## config.mk

```make
export PLATFORM = sky130hd
export DESIGN_NAME = mem_access_controller
export DESIGN_NICKNAME = d
export VERILOG_FILES = /design/src/rtl/mem_access_controller.sv
export SDC_FILE = /design/constraint.sdc
export NUM_CORES = 1
export LEC_CHECK = 0
export ABC_AREA = 1
export CAP_MARGIN = 40
export CORE_ASPECT_RATIO = 1.5
export CORE_MARGIN = 10
export CORE_UTILIZATION = 50
export CTS_CLUSTER_DIAMETER = 50
export DETAILED_ROUTE_END_ITERATION = 12
export GPL_TIMING_DRIVEN = 0
export PLACE_DENSITY_LB_ADDON = 0.08
export SLEW_MARGIN = 40
export SYNTH_ARGS = -nofsm -noshare
export SYNTH_HDL_FRONTEND = slang
export SYNTH_SLANG_ARGS = --single-unit
```

## constraint.sdc

```tcl
create_clock -name clk -period 8.7 [get_ports clk]
set_input_delay 1.74 -clock clk [delete_from_list [all_inputs] [get_ports clk]]
set_output_delay 1.74 -clock clk [all_outputs]
set_load 0.02 [all_outputs]
```

## src/rtl/mem_access_controller.sv

```systemverilog
//------------------------------------------------------------------------------
// mem_access_controller
//   Memory-stage load/store sequencer: alignment check, lane steering, load
//   extension and a bounded-wait data-memory handshake.
//   Revision: 1.0
//------------------------------------------------------------------------------
`timescale 1ns/1ps
`default_nettype none

module mem_access_controller #(
    parameter int TIMEOUT_CYCLES = 16
) (
    input  logic        clk,
    input  logic        rst,
    input  logic        start,
    input  logic        mem_write,
    input  logic        wb_load,
    input  logic [1:0]  mem_store_type,
    input  logic [2:0]  mem_load_type,
    input  logic [31:0] addr,
    input  logic [31:0] store_data,
    output logic        stall,
    output logic        done,
    output logic [31:0] load_data,
    output logic        misaligned,
    output logic        bus_error,
    output logic        dmem_req,
    output logic        dmem_we,
    output logic [31:0] dmem_addr,
    output logic [31:0] dmem_wdata,
    output logic [3:0]  dmem_be,
    input  logic [31:0] dmem_rdata,
    input  logic        dmem_ack
);

    localparam int CNT_W = (TIMEOUT_CYCLES > 1) ? $clog2(TIMEOUT_CYCLES) : 1;
    localparam logic [CNT_W-1:0] CNT_LAST = CNT_W'(TIMEOUT_CYCLES - 1);

    localparam logic [1:0] ST_SB = 2'b00;
    localparam logic [1:0] ST_SH = 2'b01;
    localparam logic [1:0] ST_SW = 2'b10;
    localparam logic [2:0] LD_LB  = 3'b000;
    localparam logic [2:0] LD_LH  = 3'b001;
    localparam logic [2:0] LD_LW  = 3'b010;
    localparam logic [2:0] LD_LBU = 3'b011;
    localparam logic [2:0] LD_LHU = 3'b100;

    typedef enum logic [1:0] {
        S_IDLE   = 2'd0,
        S_ACCESS = 2'd1,
        S_DONE   = 2'd2
    } state_t;

    state_t           r_state;
    state_t           w_next;
    logic [CNT_W-1:0] r_cnt;
    logic             r_is_store;
    logic [1:0]       r_st_type;
    logic [2:0]       r_ld_type;
    logic [31:0]      r_addr;
    logic [31:0]      r_sdata;
    logic [31:0]      r_load_data;
    logic             r_misal;
    logic             r_berr;

    logic        w_st_ok;
    logic        w_ld_ok;
    logic        w_valid;
    logic        w_misal;
    logic        w_stall;
    logic        w_req;
    logic        w_done;
    logic        w_timeout;
    logic [7:0]  w_byte;
    logic [15:0] w_half;
    logic [31:0] w_ext;
    logic [31:0] w_wdata;
    logic [3:0]  w_be;

    // A store wins whenever it is itself well-formed, regardless of wb_load.
    assign w_st_ok = mem_write & (mem_store_type != 2'b11);
    assign w_ld_ok = wb_load & (mem_load_type != 3'b111);
    assign w_valid = start & (w_st_ok | w_ld_ok);

    always_comb begin
        w_misal = 1'b0;
        if (w_st_ok) begin
            if (mem_store_type == ST_SH)      w_misal = addr[0];
            else if (mem_store_type == ST_SW) w_misal = (addr[1:0] != 2'b00);
        end else begin
            if (mem_load_type == LD_LH || mem_load_type == LD_LHU) w_misal = addr[0];
            else if (mem_load_type == LD_LW) w_misal = (addr[1:0] != 2'b00);
        end
    end

    assign w_timeout = (r_cnt == CNT_LAST);

    always_comb begin
        w_next  = r_state;
        w_stall = 1'b0;
        w_req   = 1'b0;
        w_done  = 1'b0;
        case (r_state)
            S_IDLE: begin
                if (w_valid) begin
                    w_stall = 1'b1;
                    w_next  = w_misal ? S_DONE : S_ACCESS;
                end
            end
            S_ACCESS: begin
                w_stall = 1'b1;
                w_req   = 1'b1;
                if (dmem_ack || w_timeout) w_next = S_DONE;
            end
            S_DONE: begin
                w_done = 1'b1;
                w_next = S_IDLE;
            end
            default: w_next = S_IDLE;
        endcase
    end

    always_ff @(posedge clk or posedge rst) begin
        if (rst) r_state <= S_IDLE;
        else     r_state <= w_next;
    end

    always_comb begin
        case (r_addr[1:0])
            2'd0:    w_byte = dmem_rdata[7:0];
            2'd1:    w_byte = dmem_rdata[15:8];
            2'd2:    w_byte = dmem_rdata[23:16];
            default: w_byte = dmem_rdata[31:24];
        endcase
        w_half = r_addr[1] ? dmem_rdata[31:16] : dmem_rdata[15:0];
        case (r_ld_type)
            LD_LB:   w_ext = {{24{w_byte[7]}}, w_byte};
            LD_LH:   w_ext = {{16{w_half[15]}}, w_half};
            LD_LBU:  w_ext = {24'h0, w_byte};
            LD_LHU:  w_ext = {16'h0, w_half};
            default: w_ext = dmem_rdata;
        endcase
    end

    always_ff @(posedge clk or posedge rst) begin
        if (rst) begin
            r_cnt       <= '0;
            r_is_store  <= 1'b0;
            r_st_type   <= 2'b11;
            r_ld_type   <= 3'b111;
            r_addr      <= '0;
            r_sdata     <= '0;
            r_load_data <= '0;
            r_misal     <= 1'b0;
            r_berr      <= 1'b0;
        end else begin
            case (r_state)
                S_IDLE: begin
                    if (w_valid) begin
                        r_cnt       <= '0;
                        r_is_store  <= w_st_ok;
                        r_st_type   <= mem_store_type;
                        r_ld_type   <= mem_load_type;
                        r_addr      <= addr;
                        r_sdata     <= store_data;
                        r_load_data <= '0;
                        r_misal     <= w_misal;
                        r_berr      <= 1'b0;
                    end
                end
                S_ACCESS: begin
                    // Ack takes precedence over an expiring counter.
                    if (dmem_ack) begin
                        r_load_data <= r_is_store ? 32'h0 : w_ext;
                    end else if (w_timeout) begin
                        r_berr      <= 1'b1;
                        r_load_data <= '0;
                    end else begin
                        r_cnt <= r_cnt + 1'b1;
                    end
                end
                default: ;
            endcase
        end
    end

    always_comb begin
        w_wdata = 32'h0;
        w_be    = 4'b1111;
        if (r_is_store) begin
            case (r_st_type)
                ST_SB: begin
                    w_wdata = {4{r_sdata[7:0]}};
                    w_be    = 4'b0001 << r_addr[1:0];
                end
                ST_SH: begin
                    w_wdata = {2{r_sdata[15:0]}};
                    w_be    = 4'b0011 << {r_addr[1], 1'b0};
                end
                default: w_wdata = r_sdata;
            endcase
        end
    end

    assign stall      = w_stall & ~rst;
    assign done       = w_done;
    assign load_data  = w_done ? r_load_data : 32'h0;
    assign misaligned = w_done & r_misal;
    assign bus_error  = w_done & r_berr;
    assign dmem_req   = w_req;
    assign dmem_we    = w_req & r_is_store;
    assign dmem_addr  = {r_addr[31:2], 2'b00};
    assign dmem_wdata = w_wdata;
    assign dmem_be    = w_req ? w_be : 4'b0000;

endmodule

`default_nettype wire
```

==> results.sh, run 1 <==
export IMPL_startpoint_type="input pin"
export IMPL_post_route_period_util_pct=62.5
export IMPL_cts_tree="built"
export IMPL_syn_area_per_cell_sq_um=7.01
export IMPL_dpl_worst_slack_ns=3.26
export IMPL_ys_ff_latch=110
export IMPL_syn_inst=876
export IMPL_h_tree_depth=3
export IMPL_worst_path_buf_inv=3
export IMPL_cp_top_family="buffers and inverters"
export IMPL_core_area_sq_um=12000
export IMPL_critical_path_class="input pin to output pin"
export IMPL_final_common_cell="nand2_1"
export IMPL_slew_headroom_pct=66.1
export IMPL_place_area_sq_um=8470
export IMPL_cts_buffers=9
export IMPL_cts_sinks=110
export IMPL_dieArea_sq_um=17200
export IMPL_finalWirelength_um=20200
export IMPL_pin_count=213
export IMPL_seq_area_frac_synth_pct=44.9
export IMPL_wl_per_cell_um=16.1
export IMPL_grt_total_usage_pct=22.9
export IMPL_power_leakage_nw=4.41
export IMPL_final_nets=1207
export IMPL_synth_top_cell_area_share_pct=42.8
export IMPL_hold_viol=0
export IMPL_yosys_top_cells_area="dfrtp_1 (43%), nand2_1 (22%), inv_1 (4.9%)"
export IMPL_synth_area_leader_cell="dfrtp_1"
export IMPL_ys_flop_type="dfrtp_1"
export IMPL_synthArstFlopShare_pct=100
export IMPL_crit_path_end_kind="output pin"
export IMPL_die_y_um=156
export IMPL_design_area_sq_um=8790
export IMPL_setup_viol=0
export IMPL_setup_tns_ns=0
export IMPL_grt_max_degree=79
export IMPL_final_cell_mix="nand2_1 (365), clkdlybuf4s50_1 (210), dfrtp_1 (105)"
export IMPL_drt_iter0_drc=287
export IMPL_io_buffers=210
export IMPL_rows=49
export IMPL_tightest_slew_ns=0.509
export IMPL_vias=6173
export IMPL_drive_gt1_share_pct=9.24
export IMPL_crit_chain="clkdlybuf4s50_1 -> nand2_1 -> o21ai_1 -> nand2_1 -> nand3_2 -> buf_2 -> a21oi_1 -> clkdlybuf4s50_1"
export IMPL_clkSlewWorstSetupHoldPaths_ns=0.08
export IMPL_ant_nets=0
export IMPL_slowest_delay_ns=0.63
export IMPL_maxCapViolCount=0
export IMPL_grt_pass1_wl_um=32300
export IMPL_synthDistinctLibCells=32
export IMPL_drt_pass1_iterations=5
export IMPL_status="finished, final reports clean"
export IMPL_synth_area_sq_um=6140
export IMPL_initial_utilization_pct=51.1
export IMPL_place_congestion=0.929
export IMPL_clkLatencyLatePin_ns=0.35
export IMPL_slowest_stage="clkdlybuf4s50_1"
export IMPL_viasPerCell=4.91
export IMPL_ir_drop_v=0.000165
export IMPL_cts_repair_resized=0
export IMPL_grt_setup_unrepaired="no"
export IMPL_cts_hold_buffers=0
export IMPL_antenna_found_initial=1
export IMPL_worst_endpoint_arrival_ns=3.70
export IMPL_hold_class="flop to flop"
export IMPL_max_clock_freq_mhz=184
export IMPL_p_per_area_nw_per_um2=317
export IMPL_die_w_um=110
export IMPL_hpwlAfterDp_um=15800
export IMPL_synth_edf_count=0
export IMPL_crit_required_ns=6.96
export IMPL_grt_overflow_total=0
export IMPL_whs_ns=0.478
export IMPL_area_growth_pct=43.2
export IMPL_clock_skew_ns=0.0101
export IMPL_clock_root_buffer="clkbuf_16"
export IMPL_grt_pass1_vias=6347
export IMPL_worstPathMaxFanout=10
export IMPL_timing_final_ws_setup_ns=3.26
export IMPL_maxSlewViolCount=0
export IMPL_synth_warnings=0
export IMPL_cts_path_max_buffers=2
export IMPL_final_min_clock_period_ns=5.44
export IMPL_post_cts_buffers=0
export IMPL_drc=0
-- final cells by class --
type / count / area, sq um
fill: 1038 / 3230
sequential: 110 / 2760
multi-input combinational: 603 / 2550
timing repair buffer: 211 / 2130
buffer: 72 / 489
inverter: 92 / 353
clock buffer: 11 / 253
tap: 153 / 191
clock inverter: 5 / 63.8
antenna: 1 / 2.50
-- power breakdown --
group | switching, W | total (W) | internal, W
sequential | 0.000141 | 0.000875 | 0.000734
clock | 0.000203 | 0.000447 | 0.000243
combinational | 0.000849 | 0.00146 | 0.000615
-- kinds of logic (layout without fill, tap and decap cells) --
kind of cell | count (synthesis) | count (layout) | synth area share, %
and+or+nand+nor | 503 | 503 | 32.9
other | 1 | 3 | 0.0611
DFF | 110 | 110 | 44.9
buffers and inverters | 164 | 391 | 13.6
xor gates and xnor gates | 2 | 2 | 0.285
AOI/OAI and AO/OA | 95 | 95 | 8.03
adders and majority gates | 1 | 1 | 0.204
-- worst register-to-register path: stages (launching register included) --
cell      delay (ns)
dfrtp_1         0.41
nor2_1          0.20
nand3_2         0.23
inv_2           0.14
clkbuf_1        0.42
o21ai_0         0.15
-- sequential cells by signal (all words and copies together) (netlist names) --
register     flops
r_misal          1
r_cnt            4
r_sdata         32
r_state          2
r_berr           1
r_st_type        2
r_addr          32
r_is_store       1
r_load_data     32
r_ld_type        3
-- final timing paths --
kind,from,end,slack [ns],cells past startpoint
min in group asynchronous,rst,r_addr[11],1.77,2
max in group asynchronous,rst,r_ld_type[1],6.21,3
max,mem_load_type[0],stall,3.26,8
min,r_berr,r_berr,0.48,2
min reg2reg,r_berr,r_berr,0.48,2
max reg2reg,r_state[0],r_sdata[11],7.03,5
-- layer usage --
layer | share of wire [%] | wire length [um] | up-vias | global-route usage [%]
li1 | - | - | 3074 | -
met1 | 37 | 7530 | 2846 | 24.0
met2 | 52 | 10500 | 223 | 41.4
met3 | 7.8 | 1570 | 30 | 7.01
met4 | 3.1 | 629 | 0 | 9.76
met5 | 0 | 0 | - | 0
-- synth_stat cells (2+ instances only) --
cell	number
a21oi_1	21
buf_2	12
buf_4	36
buf_6	9
clkbuf_1	14
clkinv_1	3
dfrtp_1	105
dfstp_2	5
inv_1	80
inv_2	9
nand2_1	365
nand2_2	2
nand3_1	32
nand3_2	3
nand4_1	4
nor2_1	76
nor2_2	2
o21ai_0	59
o21ai_1	12
or2_0	8
or2_1	6
or2_2	2
xor2_1	2
-- stage by stage --
step           power [W]  std cells  util, %
2_1_floorplan    0.00177        877        -
4_1_cts          0.00280       1257     73.1
6_report         0.00279       1258     73.1
3_5_place_dp     0.00235       1241     70.5
3_3_place_gp     0.00232       1240     70.2
5_1_grt          0.00299       1258     73.1
Power figures use the tool's default switching activity.
==> run 2: changes to the inputs <==
--- a/config.mk
+++ b/config.mk
@@ -9,7 +9,7 @@
 export CAP_MARGIN = 40
 export CORE_ASPECT_RATIO = 1.5
 export CORE_MARGIN = 10
-export CORE_UTILIZATION = 50
+export CORE_UTILIZATION = 46
 export CTS_CLUSTER_DIAMETER = 50
 export DETAILED_ROUTE_END_ITERATION = 12
 export GPL_TIMING_DRIVEN = 0
==> constraint.sdc (replaced) <==
create_clock -name clk -period 5.5 [get_ports clk]
set_input_delay 1.1 -clock clk [delete_from_list [all_inputs] [get_ports clk]]
set_output_delay 1.1 -clock clk [all_outputs]
set_load 0.02 [all_outputs]
==> run 2 against run 1 <==
Effect of this change: first-iteration DRC count grew 11%; wire length shrank 1.1%; non-clock buffer count is the same; final area is essentially flat; critical path type unchanged; critical path depth is the same; total power grew 57%; clock skew is essentially flat; highest routed layer unchanged.
==> results.sh, run 2 (synthesis gave the netlist of run 1 again) <==
export IMPL_hold_viol=0
export IMPL_final_cell_mix="nand2_1 (365), clkdlybuf4s50_1 (210), dfrtp_1 (105)"
export IMPL_post_route_period_util_pct=75.7
export IMPL_area_growth_pct=43.3
export IMPL_p_per_area_nw_per_um2=498
export IMPL_core_area_sq_um=13000
export IMPL_ir_drop_v=0.000262
export IMPL_clkLatencyLatePin_ns=0.35
export IMPL_finalWirelength_um=20000
export IMPL_hold_start="r_berr"
export IMPL_h_tree_depth=3
export IMPL_drt_pass1_iterations=6
export IMPL_final_common_cell="nand2_1"
export IMPL_maxCapViolCount=0
export IMPL_crit_path_start="mem_load_type[2]"
export IMPL_cts_repair_resized=0
export IMPL_clock_skew_ns=0.00985
export IMPL_cts_path_max_buffers=2
export IMPL_pin_count=213
export IMPL_final_nets=1207
export IMPL_worst_endpoint_arrival_ns=3.06
export IMPL_final_min_clock_period_ns=4.16
export IMPL_slew_headroom_pct=63.0
export IMPL_rows=51
export IMPL_top_regs="r_addr: 32 flops, r_load_data: 32 flops, r_sdata: 32 flops"
export IMPL_clock_root_buffer="clkbuf_16"
export IMPL_dieArea_sq_um=18500
export IMPL_die_w_um=114
export IMPL_initial_utilization_pct=47.2
export IMPL_cts_hold_buffers=0
export IMPL_drive_gt1_share_pct=9.24
export IMPL_status="finished, final reports clean"
export IMPL_crit_path_end_kind="output pin"
export IMPL_antenna_found_initial=0
export IMPL_r2r_start="r_state[0]"
export IMPL_hpwlAfterDp_um=15700
export IMPL_viasPerCell=4.86
export IMPL_io_buffers=210
export IMPL_instances_no_fill=1263
export IMPL_drc=0
export IMPL_clkSlewWorstSetupHoldPaths_ns=0.08
export IMPL_grt_setup_unrepaired="no"
export IMPL_cts_buffers=9
export IMPL_hold_class="flop to flop"
export IMPL_power_leakage_nw=4.41
export IMPL_cts_sinks=110
export IMPL_wl_per_cell_um=15.8
export IMPL_worstPathMaxFanout=10
export IMPL_dp_cells=1247
export IMPL_grt_pass1_wl_um=31800
export IMPL_place_congestion=0.891
export IMPL_startpoint_type="input pin"
export IMPL_cts_tree="built"
export IMPL_drt_iter0_drc=318
export IMPL_max_clock_freq_mhz=240
export IMPL_die_y_um=161
export IMPL_critical_path_class="input pin to output pin"
export IMPL_grt_overflow_total=0
export IMPL_grt_pass1_vias=6168
export IMPL_diodes=0
export IMPL_ant_nets=0
export IMPL_crit_required_ns=4.40
export IMPL_setup_viol=0
export IMPL_final_core_util_pct=67.6
export IMPL_tightest_slew_ns=0.553
export IMPL_vias=6132
export IMPL_grt_max_degree=65
export IMPL_post_cts_buffers=0
export IMPL_maxSlewViolCount=0
export IMPL_grt_total_usage_pct=21.5
[run 2: final timing paths]
path	cells past startpoint	slack [ns]	to
worst max-delay path	8	1.34	stall
max in group asynchronous	3	3.64	r_st_type[0]
worst min-delay path	2	0.48	r_berr
worst min register to register	2	0.48	r_berr
min in group asynchronous	2	1.18	r_addr[14]
worst max register to register	5	3.85	r_sdata[8]
[run 2: per-stage QoR]
stage	setup slack, ns	setup TNS, ns	total power [W]	instance area [sq um]	hold slack (ns)
2_1_floorplan	1.51	0	0.00280	6140	0.442
3_3_place_gp	-0.349	-35.50	0.00367	8440	0.458
3_5_place_dp	1.32	0	0.00370	8480	0.465
4_1_cts	1.32	0	0.00441	8790	0.485
5_1_grt	1.24	0	0.00472	8790	0.498
6_report	1.34	0	0.00438	8790	0.479
[run 2: final cells by class]
cell class              count  area [sq um]
well taps                 159           199
inverters                  92           353
clock inverters             6          76.3
plain buffers              72           489
multi-input cells         603          2550
repair buffers            211          2130
fillers                  1186          4220
flip-flops and latches    110          2760
clock buffers              10           239
[run 2: power breakdown]
part | total, W | internal, W | leakage, nW | switching [W]
Clock | 0.000697 | 0.000375 | 0.154 | 0.000321
Combinational | 0.00231 | 0.000972 | 2.86 | 0.00134
Sequential | 0.00137 | 0.00116 | 1.40 | 0.000214
Total | 0.00438 | 0.00251 | 4.41 | 0.00187
[run 2: worst max-delay path, cell delays in order]
cell and delay, ns:
clkdlybuf4s50_1 0.47, nand2_1 0.11, o21ai_1 0.06, nand2_1 0.10, nand3_2 0.20, buf_2 0.26
a21oi_1 0.14, clkdlybuf4s50_1 0.62
[run 2: per-layer routing]
metal | vias to the layer above | global-route usage [%] | wire length (um)
li1 | 3076 | - | -
met1 | 2805 | 22.4 | 7190
met2 | 210 | 37.0 | 10200
met3 | 41 | 8.64 | 1900
met4 | 0 | 9.14 | 719
met5 | - | 0 | 0
==> run 3: changes to the inputs <==
--- a/config.mk
+++ b/config.mk
@@ -9,7 +9,7 @@
 export CAP_MARGIN = 40
 export CORE_ASPECT_RATIO = 1.5
 export CORE_MARGIN = 10
-export CORE_UTILIZATION = 46
+export CORE_UTILIZATION = 42
 export CTS_CLUSTER_DIAMETER = 50
 export DETAILED_ROUTE_END_ITERATION = 12
 export GPL_TIMING_DRIVEN = 0
==> constraint.sdc (replaced) <==
create_clock -name clk -period 3.7 [get_ports clk]
set_input_delay 0.74 -clock clk [delete_from_list [all_inputs] [get_ports clk]]
set_output_delay 0.74 -clock clk [all_outputs]
set_load 0.02 [all_outputs]
==> run 3 against run 2 <==
Effect of this change: first-iteration DRC count up 17%; global-route usage down 0.61 points; setup slack worse by 1.1 ns; sequential power up 50%; highest routed layer unchanged; largest cell class unchanged.
==> results.sh, run 3 (synthesis gave the netlist of run 1 again) <==
export IMPL_critical_path_class="flop to output pin"
export IMPL_antenna_found_initial=0
export IMPL_clock_skew_ns=0.00601
export IMPL_whs_ns=0.479
export IMPL_vias=6118
export IMPL_core_area_sq_um=14500
export IMPL_wl_per_cell_um=16.0
export IMPL_reg2reg_to="r_sdata[31]"
export IMPL_cts_hold_buffers=0
export IMPL_initial_utilization_pct=42.5
export IMPL_top_regs="r_addr: 32 flops, r_load_data: 32 flops, r_sdata: 32 flops"
export IMPL_dp_cells=1284
export IMPL_post_cts_buffers=0
export IMPL_final_nets=1207
export IMPL_max_clock_freq_mhz=286
export IMPL_finalWirelength_um=20700
export IMPL_clock_root_buffer="clkbuf_16"
export IMPL_crit_top_cell="o21ai_0"
export IMPL_cts_repair_resized=0
export IMPL_wl_met1_um=7810
export IMPL_setup_viol=0
export IMPL_maxCapViolCount=0
export IMPL_crit_required_ns=2.96
export IMPL_power_leakage_nw=4.41
export IMPL_p_per_area_nw_per_um2=736
export IMPL_dieArea_sq_um=20000
export IMPL_area_growth_pct=43.9
export IMPL_slowest_delay_ns=0.59
export IMPL_drive_gt1_share_pct=9.16
export IMPL_pin_count=213
export IMPL_viasPerCell=4.71
export IMPL_grt_total_usage_pct=20.9
export IMPL_whs_endpoint="r_load_data[17]"
export IMPL_maxUsedRoutingLayer="met4"
export IMPL_status="finished, final reports clean"
export IMPL_post_route_period_util_pct=94.7
export IMPL_wl_met3_um=1690
export IMPL_diodes=0
export IMPL_reg2regPathDepth=5
export IMPL_place_congestion=0.903
export IMPL_nFillCells=1397
export IMPL_grt_setup_unrepaired="no"
export IMPL_met2_length_um=10600
export IMPL_clkSlewWorstSetupHoldPaths_ns=0.08
export IMPL_r2r_start="r_state[0]"
export IMPL_grt_pass1_vias=6159
export IMPL_clkLatencyLatePin_ns=0.35
export IMPL_tightest_slew_ns=0.523
export IMPL_ant_nets=0
export IMPL_maxSlewViolCount=0
export IMPL_place_area_sq_um=8520
export IMPL_h_tree_depth=3
export IMPL_rows=54
export IMPL_drt_pass1_iterations=5
export IMPL_grt_overflow_total=0
export IMPL_die_w_um=119
export IMPL_slew_headroom_pct=65.2
export IMPL_cts_tree="built"
export IMPL_crit_path_end_kind="output pin"
export IMPL_instances_no_fill=1299
export IMPL_rrSetupSlack_ns=2.03
export IMPL_cts_path_max_buffers=2
export IMPL_hold_viol=0
export IMPL_hold_start="r_load_data[17]"
export IMPL_multi_input_area_sq_um=2550
export IMPL_die_y_um=168
export IMPL_grt_pass1_wl_um=33300
export IMPL_design_area_sq_um=8830
export IMPL_crit_chain="buf_2 -> clkinv_1 -> nand2_1 -> o21ai_0 -> o21ai_0 -> a21oi_1 -> clkdlybuf4s50_1"
export IMPL_final_min_clock_period_ns=3.50
export IMPL_hold_class="flop to flop"
export IMPL_cts_buffers=9
export IMPL_drt_iter0_drc=373
export IMPL_grt_max_degree=63
export IMPL_final_cell_mix="nand2_1 (365), clkdlybuf4s50_1 (210), dfrtp_1 (105)"
export IMPL_io_buffers=210
export IMPL_startpoint_type="flop"
export IMPL_hpwlAfterDp_um=16400
export IMPL_worst_endpoint_arrival_ns=2.76
export IMPL_slowest_stage="clkdlybuf4s50_1"
export IMPL_worst_path_buf_inv=3
export IMPL_cp_top_family="buffers and inverters"
export IMPL_drc=0
export IMPL_hold_path_depth=2
export IMPL_setup_tns_ns=0
export IMPL_cts_sinks=110
export IMPL_ir_drop_v=0.000346
export IMPL_worstPathMaxFanout=9
export IMPL_total_power_w=0.00650
export IMPL_seq_area_sq_um=2760
export IMPL_final_common_cell="nand2_1"
==> run 3: cell types whose count changed in the layout (fill, tap and decap cells not counted) <==
cell | previous run | this run
inv_8 | 4 | 2
clkinvlp_4 | 1 | 0
clkinv_4 | 0 | 3
clkbuf_8 | 1 | 0
clkinv_8 | 0 | 1
clkinv_2 | 1 | 0
==> run 3: worst max-delay path by stage <==
stage                      start        endpoint  cells past startpoint
5_1_grt             r_st_type[1]  dmem_wdata[27]                      7
4_1_cts             r_st_type[1]  dmem_wdata[11]                      7
3_3_place_gp                 rst  r_load_data[1]                      2
3_5_place_dp   mem_store_type[1]           stall                      8
6_report            r_st_type[1]  dmem_wdata[11]                      7
2_1_floorplan                rst       r_addr[0]                      1
==> run 3: metrics by stage <==
stage	setup WS [ns]	util [%]
after global routing	0.0215	61.1
after detailed placement	0.256	59.0
after global placement	-1.87	58.7
after CTS	0.200	61.1
after floorplan	0.0660	-
final	0.197	61.1
==> run 3: per-layer routing <==
metal,GRT usage [%],up-vias
met5,0,-
met4,8.04,0
met3,7.10,30
met2,36.7,202
met1,22.6,2809
li1,-,3077
==> run 3: cell type report <==
| type | count | area share (%) |
|---|---|---|
| Sequential cell | 110 | 31.2 |
| Clock buffer | 9 | 2.55 |
| Clock inverter | 6 | 0.949 |
| Timing Repair Buffer | 211 | 24.1 |
| Buffer | 72 | 5.54 |
| Tap cell | 196 | 2.78 |
| Inverter | 92 | 3.99 |
| Multi-Input combinational cell | 603 | 28.9 |
==> run 3: power by group <==
| part | internal [W] | leakage (nW) | switching (W) |
|---|---|---|---|
| Clock | 0.000536 | 0.150 | 0.000473 |
| Sequential | 0.00173 | 1.40 | 0.000324 |
| Combinational | 0.00145 | 2.86 | 0.00200 |
==> run 3: worst min-delay path, delay by kind of cell, from the launching register on <==
kind          cells  cell delay [ns]
simple gates      2             0.10
flops             1             0.35
